**src/rtl/obi_demux_pkg.sv**
```systemverilog
// Shared types and helpers for the OBI 1-to-2 address demultiplexer.
//   tgt_e        : decoded target of a request (SRAM, bridge, internal error)
//   *_DEF        : default decode windows
//   decode_addr  : address -> target, SRAM window wins on overlap
package obi_demux_pkg;

  typedef enum logic [1:0] {
    TGT_S0  = 2'd0,
    TGT_S1  = 2'd1,
    TGT_ERR = 2'd2
  } tgt_e;

  // Decode is done on a zero-extended copy so one function serves any
  // address width up to DEC_W.
  localparam int unsigned DEC_W = 64;

  localparam logic [31:0] S0_BASE_DEF = 32'h0000_0000;
  localparam logic [31:0] S0_MASK_DEF = 32'hFFFF_0000;
  localparam logic [31:0] S1_BASE_DEF = 32'h8000_0000;
  localparam logic [31:0] S1_MASK_DEF = 32'hFFF0_0000;

  function automatic tgt_e decode_addr(
    input logic [DEC_W-1:0] addr,
    input logic [DEC_W-1:0] s0_base,
    input logic [DEC_W-1:0] s0_mask,
    input logic [DEC_W-1:0] s1_base,
    input logic [DEC_W-1:0] s1_mask
  );
    tgt_e tgt;
    if ((addr & s0_mask) == s0_base) begin
      tgt = TGT_S0;
    end else if ((addr & s1_mask) == s1_base) begin
      tgt = TGT_S1;
    end else begin
      tgt = TGT_ERR;
    end
    return tgt;
  endfunction

endpackage

```
**src/rtl/obi_demux_err_slave.sv**
```systemverilog
// Internal error responder for unmapped addresses.
// Grants every request in the cycle it is presented and answers with an
// error response exactly one cycle later; back-to-back requests produce one
// response per cycle.
//   obi_clk_i, soc_rst_ni : clock, async active-low reset
//   req_i                 : request already qualified by the demux
//   gnt_o                 : grant (same cycle as req_i)
//   rvalid_o, err_o       : error response, one cycle after the handshake
module obi_err_slave (
  input  logic obi_clk_i,
  input  logic soc_rst_ni,
  input  logic req_i,
  output logic gnt_o,
  output logic rvalid_o,
  output logic err_o
);

  logic err_pend_d, err_pend_q;

  assign gnt_o = req_i;

  // Every request is a handshake, so the pending flag simply follows req_i.
  // A new handshake in the response cycle keeps it set for the next one.
  always_comb begin
    err_pend_d = req_i;
  end

  // NOTE: sequential state uses non-blocking assignments so every flop samples
  // values from before the edge, independent of block ordering.
  always_ff @(posedge obi_clk_i or negedge soc_rst_ni) begin
    if (!soc_rst_ni) begin
      err_pend_q <= 1'b0;
    end else begin
      err_pend_q <= err_pend_d;
    end
  end

  assign rvalid_o = err_pend_q;
  assign err_o    = err_pend_q;

endmodule

```
**src/rtl/obi_addr_demux.sv**
```systemverilog
// 1-to-2 OBI address demultiplexer: core data port -> SRAM (slave 0) and
// OBI-to-Wishbone bridge (slave 1). Unmapped addresses get an internal error
// response. Outstanding transactions all target one slave at a time, so
// responses come back in issue order without a reorder buffer.
//   m_*   : master side (request, grant, response)
//   s0_*  : SRAM slave port
//   s1_*  : bridge slave port
// Request fields (addr/wr_en/byte_en/wdata) go to both slaves unconditionally;
// only sN_req_o is steered.
module obi_addr_demux
  import obi_demux_pkg::*;
#(
  parameter int unsigned       ADDR_W  = 32,
  parameter int unsigned       DATA_W  = 32,
  parameter int unsigned       MAX_OUT = 4,
  parameter logic [ADDR_W-1:0] S0_BASE = S0_BASE_DEF,
  parameter logic [ADDR_W-1:0] S0_MASK = S0_MASK_DEF,
  parameter logic [ADDR_W-1:0] S1_BASE = S1_BASE_DEF,
  parameter logic [ADDR_W-1:0] S1_MASK = S1_MASK_DEF
) (
  input  logic                obi_clk_i,
  input  logic                soc_rst_ni,
  // master
  input  logic                m_req_i,
  output logic                m_gnt_o,
  input  logic [ADDR_W-1:0]   m_addr_i,
  input  logic                m_wr_en_i,
  input  logic [DATA_W/8-1:0] m_byte_en_i,
  input  logic [DATA_W-1:0]   m_wdata_i,
  output logic                m_rvalid_o,
  output logic [DATA_W-1:0]   m_rdata_o,
  output logic                m_err_o,
  // slave 0 (SRAM)
  output logic                s0_req_o,
  input  logic                s0_gnt_i,
  output logic [ADDR_W-1:0]   s0_addr_o,
  output logic                s0_wr_en_o,
  output logic [DATA_W/8-1:0] s0_byte_en_o,
  output logic [DATA_W-1:0]   s0_wdata_o,
  input  logic                s0_rvalid_i,
  input  logic [DATA_W-1:0]   s0_rdata_i,
  // slave 1 (bridge)
  output logic                s1_req_o,
  input  logic                s1_gnt_i,
  output logic [ADDR_W-1:0]   s1_addr_o,
  output logic                s1_wr_en_o,
  output logic [DATA_W/8-1:0] s1_byte_en_o,
  output logic [DATA_W-1:0]   s1_wdata_o,
  input  logic                s1_rvalid_i,
  input  logic [DATA_W-1:0]   s1_rdata_i
);

  localparam int unsigned     CNT_W   = $clog2(MAX_OUT) + 1;
  localparam logic [CNT_W-1:0] CNT_MAX = CNT_W'(MAX_OUT);
  localparam logic [CNT_W-1:0] CNT_ONE = CNT_W'(1);

  tgt_e             sel;
  tgt_e             cur_tgt_d, cur_tgt_q;
  logic [CNT_W-1:0] out_cnt_d, out_cnt_q;

  logic             resp;
  logic [DATA_W-1:0] rdata_mux;
  logic             err_mux;
  logic             allowed;
  logic             hs;
  logic             err_req, err_gnt, err_rvalid, err_err;

  assign sel = decode_addr(DEC_W'(m_addr_i),
                           DEC_W'(S0_BASE), DEC_W'(S0_MASK),
                           DEC_W'(S1_BASE), DEC_W'(S1_MASK));

  // Pass-through of request fields to both slaves.
  assign s0_addr_o    = m_addr_i;
  assign s0_wr_en_o   = m_wr_en_i;
  assign s0_byte_en_o = m_byte_en_i;
  assign s0_wdata_o   = m_wdata_i;
  assign s1_addr_o    = m_addr_i;
  assign s1_wr_en_o   = m_wr_en_i;
  assign s1_byte_en_o = m_byte_en_i;
  assign s1_wdata_o   = m_wdata_i;

  // Response path: only the current target is listened to, and only while
  // something is outstanding. Anything else is dropped.
  // NOTE: every signal written in this block gets a default first, so no path
  // leaves it unassigned and no latch is inferred.
  always_comb begin
    resp      = 1'b0;
    rdata_mux = '0;
    err_mux   = 1'b0;
    if (out_cnt_q != '0) begin
      unique case (cur_tgt_q)
        TGT_S0: begin
          resp      = s0_rvalid_i;
          rdata_mux = s0_rvalid_i ? s0_rdata_i : '0;
        end
        TGT_S1: begin
          resp      = s1_rvalid_i;
          rdata_mux = s1_rvalid_i ? s1_rdata_i : '0;
        end
        default: begin
          resp    = err_rvalid;
          err_mux = err_err;
        end
      endcase
    end
  end

  assign m_rvalid_o = resp;
  assign m_rdata_o  = rdata_mux;
  assign m_err_o    = err_mux;

  // Issue check. A response retiring in this cycle frees its slot, so the
  // last outstanding response lets a different target issue in the same
  // cycle and a full counter accepts a same-target request alongside it.
  always_comb begin
    logic idle;
    idle    = (out_cnt_q == '0) || ((out_cnt_q == CNT_ONE) && resp);
    allowed = idle || ((sel == cur_tgt_q) && ((out_cnt_q < CNT_MAX) || resp));
  end

  assign s0_req_o = m_req_i & allowed & (sel == TGT_S0);
  assign s1_req_o = m_req_i & allowed & (sel == TGT_S1);
  assign err_req  = m_req_i & allowed & (sel == TGT_ERR);

  always_comb begin
    m_gnt_o = 1'b0;
    unique case (sel)
      TGT_S0:  m_gnt_o = s0_gnt_i & allowed;
      TGT_S1:  m_gnt_o = s1_gnt_i & allowed;
      default: m_gnt_o = err_gnt;
    endcase
  end

  assign hs = m_req_i & m_gnt_o;

  obi_err_slave u_err_slave (
    .obi_clk_i  (obi_clk_i),
    .soc_rst_ni (soc_rst_ni),
    .req_i      (err_req),
    .gnt_o      (err_gnt),
    .rvalid_o   (err_rvalid),
    .err_o      (err_err)
  );

  always_comb begin
    cur_tgt_d = cur_tgt_q;
    out_cnt_d = out_cnt_q + CNT_W'(hs) - CNT_W'(resp);
    if (hs) begin
      cur_tgt_d = sel;
    end
  end

  always_ff @(posedge obi_clk_i or negedge soc_rst_ni) begin
    if (!soc_rst_ni) begin
      cur_tgt_q <= TGT_S0;
      out_cnt_q <= '0;
    end else begin
      cur_tgt_q <= cur_tgt_d;
      out_cnt_q <= out_cnt_d;
    end
  end

`ifndef SYNTHESIS
  // A slave answering when it has nothing outstanding points at a protocol
  // bug upstream; the response is discarded either way.
  logic s0_expected, s1_expected;
  assign s0_expected = (out_cnt_q != '0) && (cur_tgt_q == TGT_S0);
  assign s1_expected = (out_cnt_q != '0) && (cur_tgt_q == TGT_S1);

  a_s0_unexpected_rvalid : assert property (
    @(posedge obi_clk_i) disable iff (!soc_rst_ni) !(s0_rvalid_i && !s0_expected)
  ) else $warning("obi_addr_demux: dropped unexpected rvalid from slave 0");

  a_s1_unexpected_rvalid : assert property (
    @(posedge obi_clk_i) disable iff (!soc_rst_ni) !(s1_rvalid_i && !s1_expected)
  ) else $warning("obi_addr_demux: dropped unexpected rvalid from slave 1");
`endif

endmodule
```
**config.mk**
```make
export PLATFORM = sky130hd
export DESIGN_NAME = obi_addr_demux
export DESIGN_NICKNAME = d
export VERILOG_FILES = /design/src/rtl/obi_demux_pkg.sv /design/src/rtl/obi_demux_err_slave.sv /design/src/rtl/obi_addr_demux.sv
export SDC_FILE = /design/constraint.sdc
export NUM_CORES = 1
export LEC_CHECK = 0
export CAP_MARGIN = 10
export CORE_AREA = 4 4 120 122
export CTS_CLUSTER_SIZE = 16
export DETAILED_ROUTE_END_ITERATION = 8
export DIE_AREA = 0 0 124 126
export MAX_ROUTING_LAYER = met4
export PLACE_DENSITY_LB_ADDON = 0.25
export SLEW_MARGIN = 10
export SYNTH_ARGS = -nofsm -noshare
export SYNTH_HDL_FRONTEND = slang
export SYNTH_HIERARCHICAL = 1
export SYNTH_SLANG_ARGS = --single-unit
```
**constraint.sdc**
```tcl
create_clock -name obi_clk_i -period 3.8 [get_ports obi_clk_i]
set_input_delay 0.76 -clock obi_clk_i [delete_from_list [all_inputs] [get_ports obi_clk_i]]
set_output_delay 0.76 -clock obi_clk_i [all_outputs]
set_load 0.05 [all_outputs]
```
==> impl_results.md <==
* Outcome: finished, final reports clean
* Number of synthesized register bits at 6
* GRT Total Usage at between 8 and 9%
* # fillers at roughly 1.4k
* CP Class: in2out
* Crit path buf inv count at 4
* CTS H-Tree Depth at 1
* Hold path endpoint: out_cnt_q[0]
* Largest delay contributor family on the critical path: buffers and inverters
* Crit. End Element: primary output
* Post-synth cell types at 32
* Hold Path Origin: out_cnt_q[0]
* Pleak at 1.22 nW
* Final clock period utilization by the worst path at about 94%
* Layout cells sized above 1 at a little over a quarter
* Worst vdd ir at approximately 0.00011 V
* Element type at the critical path start: input pin
* HPWL Detailed at between 6000 and 7000 microns
* Post-route cell area at approximately 0.0033 sq mm
* Critical Path Most Common Cell: buf_4
* Max stage delay cell, worst path: clkdlybuf4s50_1
* Iter 0 DRT Violations at 40
* Mapped Cells at about 270
* Clock Path Buffers at 2
* Most frequent cells in the layout: clkdlybuf4s50_1, nor2_1, a22oi_1, buf_4, buf_12
* Antenna viol nets, final at 0
* Drt pass-1 iters at 4
* Core Box Area at approximately 0.013 sq mm
* Final hold violations at 0
* Reg2Reg Setup Slack at between 0.7 and 0.8 ns
* Cell area after synthesis at 0.00199 sq mm
* First-pass GRT wire length at 10300 microns
* Final setup fails at 0
* Stages on worst setup path at 10
* Max FO, Critical Path at 3
* Synthesis-to-layout area growth at 65.9%
* Crit-path max cell delay at 0.43 ns
* FF-to-FF End: out_cnt_q[2]
* R2R cell count at 14
* I/O Pins at roughly 320
* Vias in the first global route at 1893
* Slew at the pin closest to its max-slew limit at 0.671 ns
* Period minus WS final at approximately 3.6 ns
* RePlAce Congestion at around 0.73
* Min-delay worst type: reg2reg
* Largest net degree at the start of global routing at 33
* Remaining global-route overflow at 0
* WHS at ~0.54 ns
* Root buffer cell: clkbuf_16
* Post-synth top flop: dfrtp_1
* Placed instance area at about 0.0031 sq mm
* DRC at 0
* Total die area at around 0.016 sq mm
* Final nets at ~450
* Num CTS Buffers at 3
* Clk sinks at 6
* PortBufs at about 160
* Die W at roughly 120 microns
* Die Height at around 130 microns
* Async SR Flop Fraction at 100%
* Average size of a mapped cell at 7.48 sq um
* Fin worst setup slack at around 0.24 ns
* Final Util at around 25%
* Worst Clk Skew at approximately 0.0019 ns
* Data required, critical path at around 3.0 ns
* DRT Wirelength at 7330 microns
* Clock-pin slew on the worst setup and hold paths at about 0.03 ns
* DR vias at 1774
* Diodes inserted at 0
* RSZ-0062 raised after global routing: false
* Worst r2r src: cur_tgt_q[0]
* Place WS at -0.241 ns
* Syn_nets at ~410
* Worst hold stages at 1
* Commonest non-fill, non-tap cell in the layout: clkdlybuf4s50_1
* Max_cap viols at 0
* CP arrival at between 2 and 3 ns
* CTS tree: done
* Pwr per Cell Area at approximately 220 mW/mm^2
* Sequential element share of the synthesized area at under 10%
* Row cnt at 42
* Clk_lat worst skew at around 0.23 ns
* DR WL/cell at between 15 and 20 microns
* Max Slew Vio Count at 0
* YS warnings at 6
* Crit-path cells: clkdlybuf4s50_1 -> nor3_2 -> buf_4 -> nand4_1 -> xor2_1 -> a31o_4 -> and3_1 -> buf_4 -> a22o_1 -> buf_4
* Fmax achieved at between 0.2 and 0.3 GHz
* Max_slew headroom at between 50% and 60%
* Initial antenna violation count at 0
* DR vias/cell at roughly 3.7
* EDFF count, synth at 0
* Initial Utilization at roughly 15%
worst max-delay path by stage:
| stage | from | to |
|---|---|---|
| CTS | m_addr_i[30] | out_cnt_q[2] |
| floorplan | m_addr_i[22] | out_cnt_q[2] |
| global route | m_addr_i[28] | out_cnt_q[2] |
| global placement | m_addr_i[22] | out_cnt_q[2] |
| detailed placement | m_addr_i[22] | out_cnt_q[2] |
| finish | m_addr_i[26] | m_gnt_o |
routing by layer:
layer	global-route usage (%)	vias to the layer above	part of all wire (%)
met3	2.69	32	14
li1	-	815	-
met4	3.16	0	2.3
met5	-	-	0
met2	14.5	172	49
met1	9.27	755	35
repair_timing:
item / 4_1_cts / 5_1_grt
setup buffers: 0 / 3
hold buffers: 0 / 0
pin swaps: 1 / 6
resized for setup: 0 / 16
endpoints found under the setup margin: 1 / 4
kinds of logic after synthesis:
family / synth area share [%]
AND/OR/NAND/NOR: 14.7
flip-flops: 7.54
XOR/XNOR: 2.14
buffers and inverters: 55.6
AO/OA/AOI/OAI: 16.7
adder cells (fa/ha/maj): 2.26
multiplexers: 1.07
worst register-to-register path, delay by kind of cell (launching register included):
kind,cells,cell delay (ns)
buffers and inverters,2,0.10
XOR/XNOR,2,0.32
flip-flops,1,0.46
AO/OA/AOI/OAI,3,0.50
AND/OR/NAND/NOR,2,0.35
multiplexers,2,0.57
adder cells (fa/ha/maj),3,0.70
power by group:
group | switching, W | internal, W | leakage, nW | total [W]
Combinational | 0.000234 | 0.000227 | 1.11 | 0.000462
Sequential | 0.0000233 | 0.0000885 | 0.0700 | 0.000112
Clock | 0.0000318 | 0.000135 | 0.0370 | 0.000166
Total | 0.000289 | 0.000451 | 1.22 | 0.000740
metrics by stage:
step           instances  power (W)  TNS, ns
2_1_floorplan        266   0.000685        0
3_3_place_gp         470   0.000569   -0.200
3_5_place_dp         470   0.000570   -0.327
4_1_cts              473   0.000741        0
5_1_grt              476   0.000784        0
6_report             476   0.000740        0
synth_stat cells (all sizes together), types with 3 or more instances:
library cell    n  share of area (%)
nand2           5               0.94
a22oi          32                 12
dfrtp           6                7.5
clkbuf         11                2.1
inv             4               0.75
nor4            4                3.4
nor2           36                6.8
buf           140                 53
xnor2           3                1.7
layout make-up:
type                    instances  area, sq um  share of cell area [%]
repair buffers                182         2070                    62.7
inverters                       4         15.0                   0.455
multi-input cells             105          772                    23.4
clock buffers                   3         75.1                    2.27
well taps                     176          220                    6.67
flip-flops and latches          6          150                    4.55
sequential cells by signal (all words and copies together), names as in the netlist:
register / flops
u_err_slave/err_o: 1
cur_tgt_q: 2
out_cnt_q: 3
Note: power is estimated with default switching activity, not from simulation.
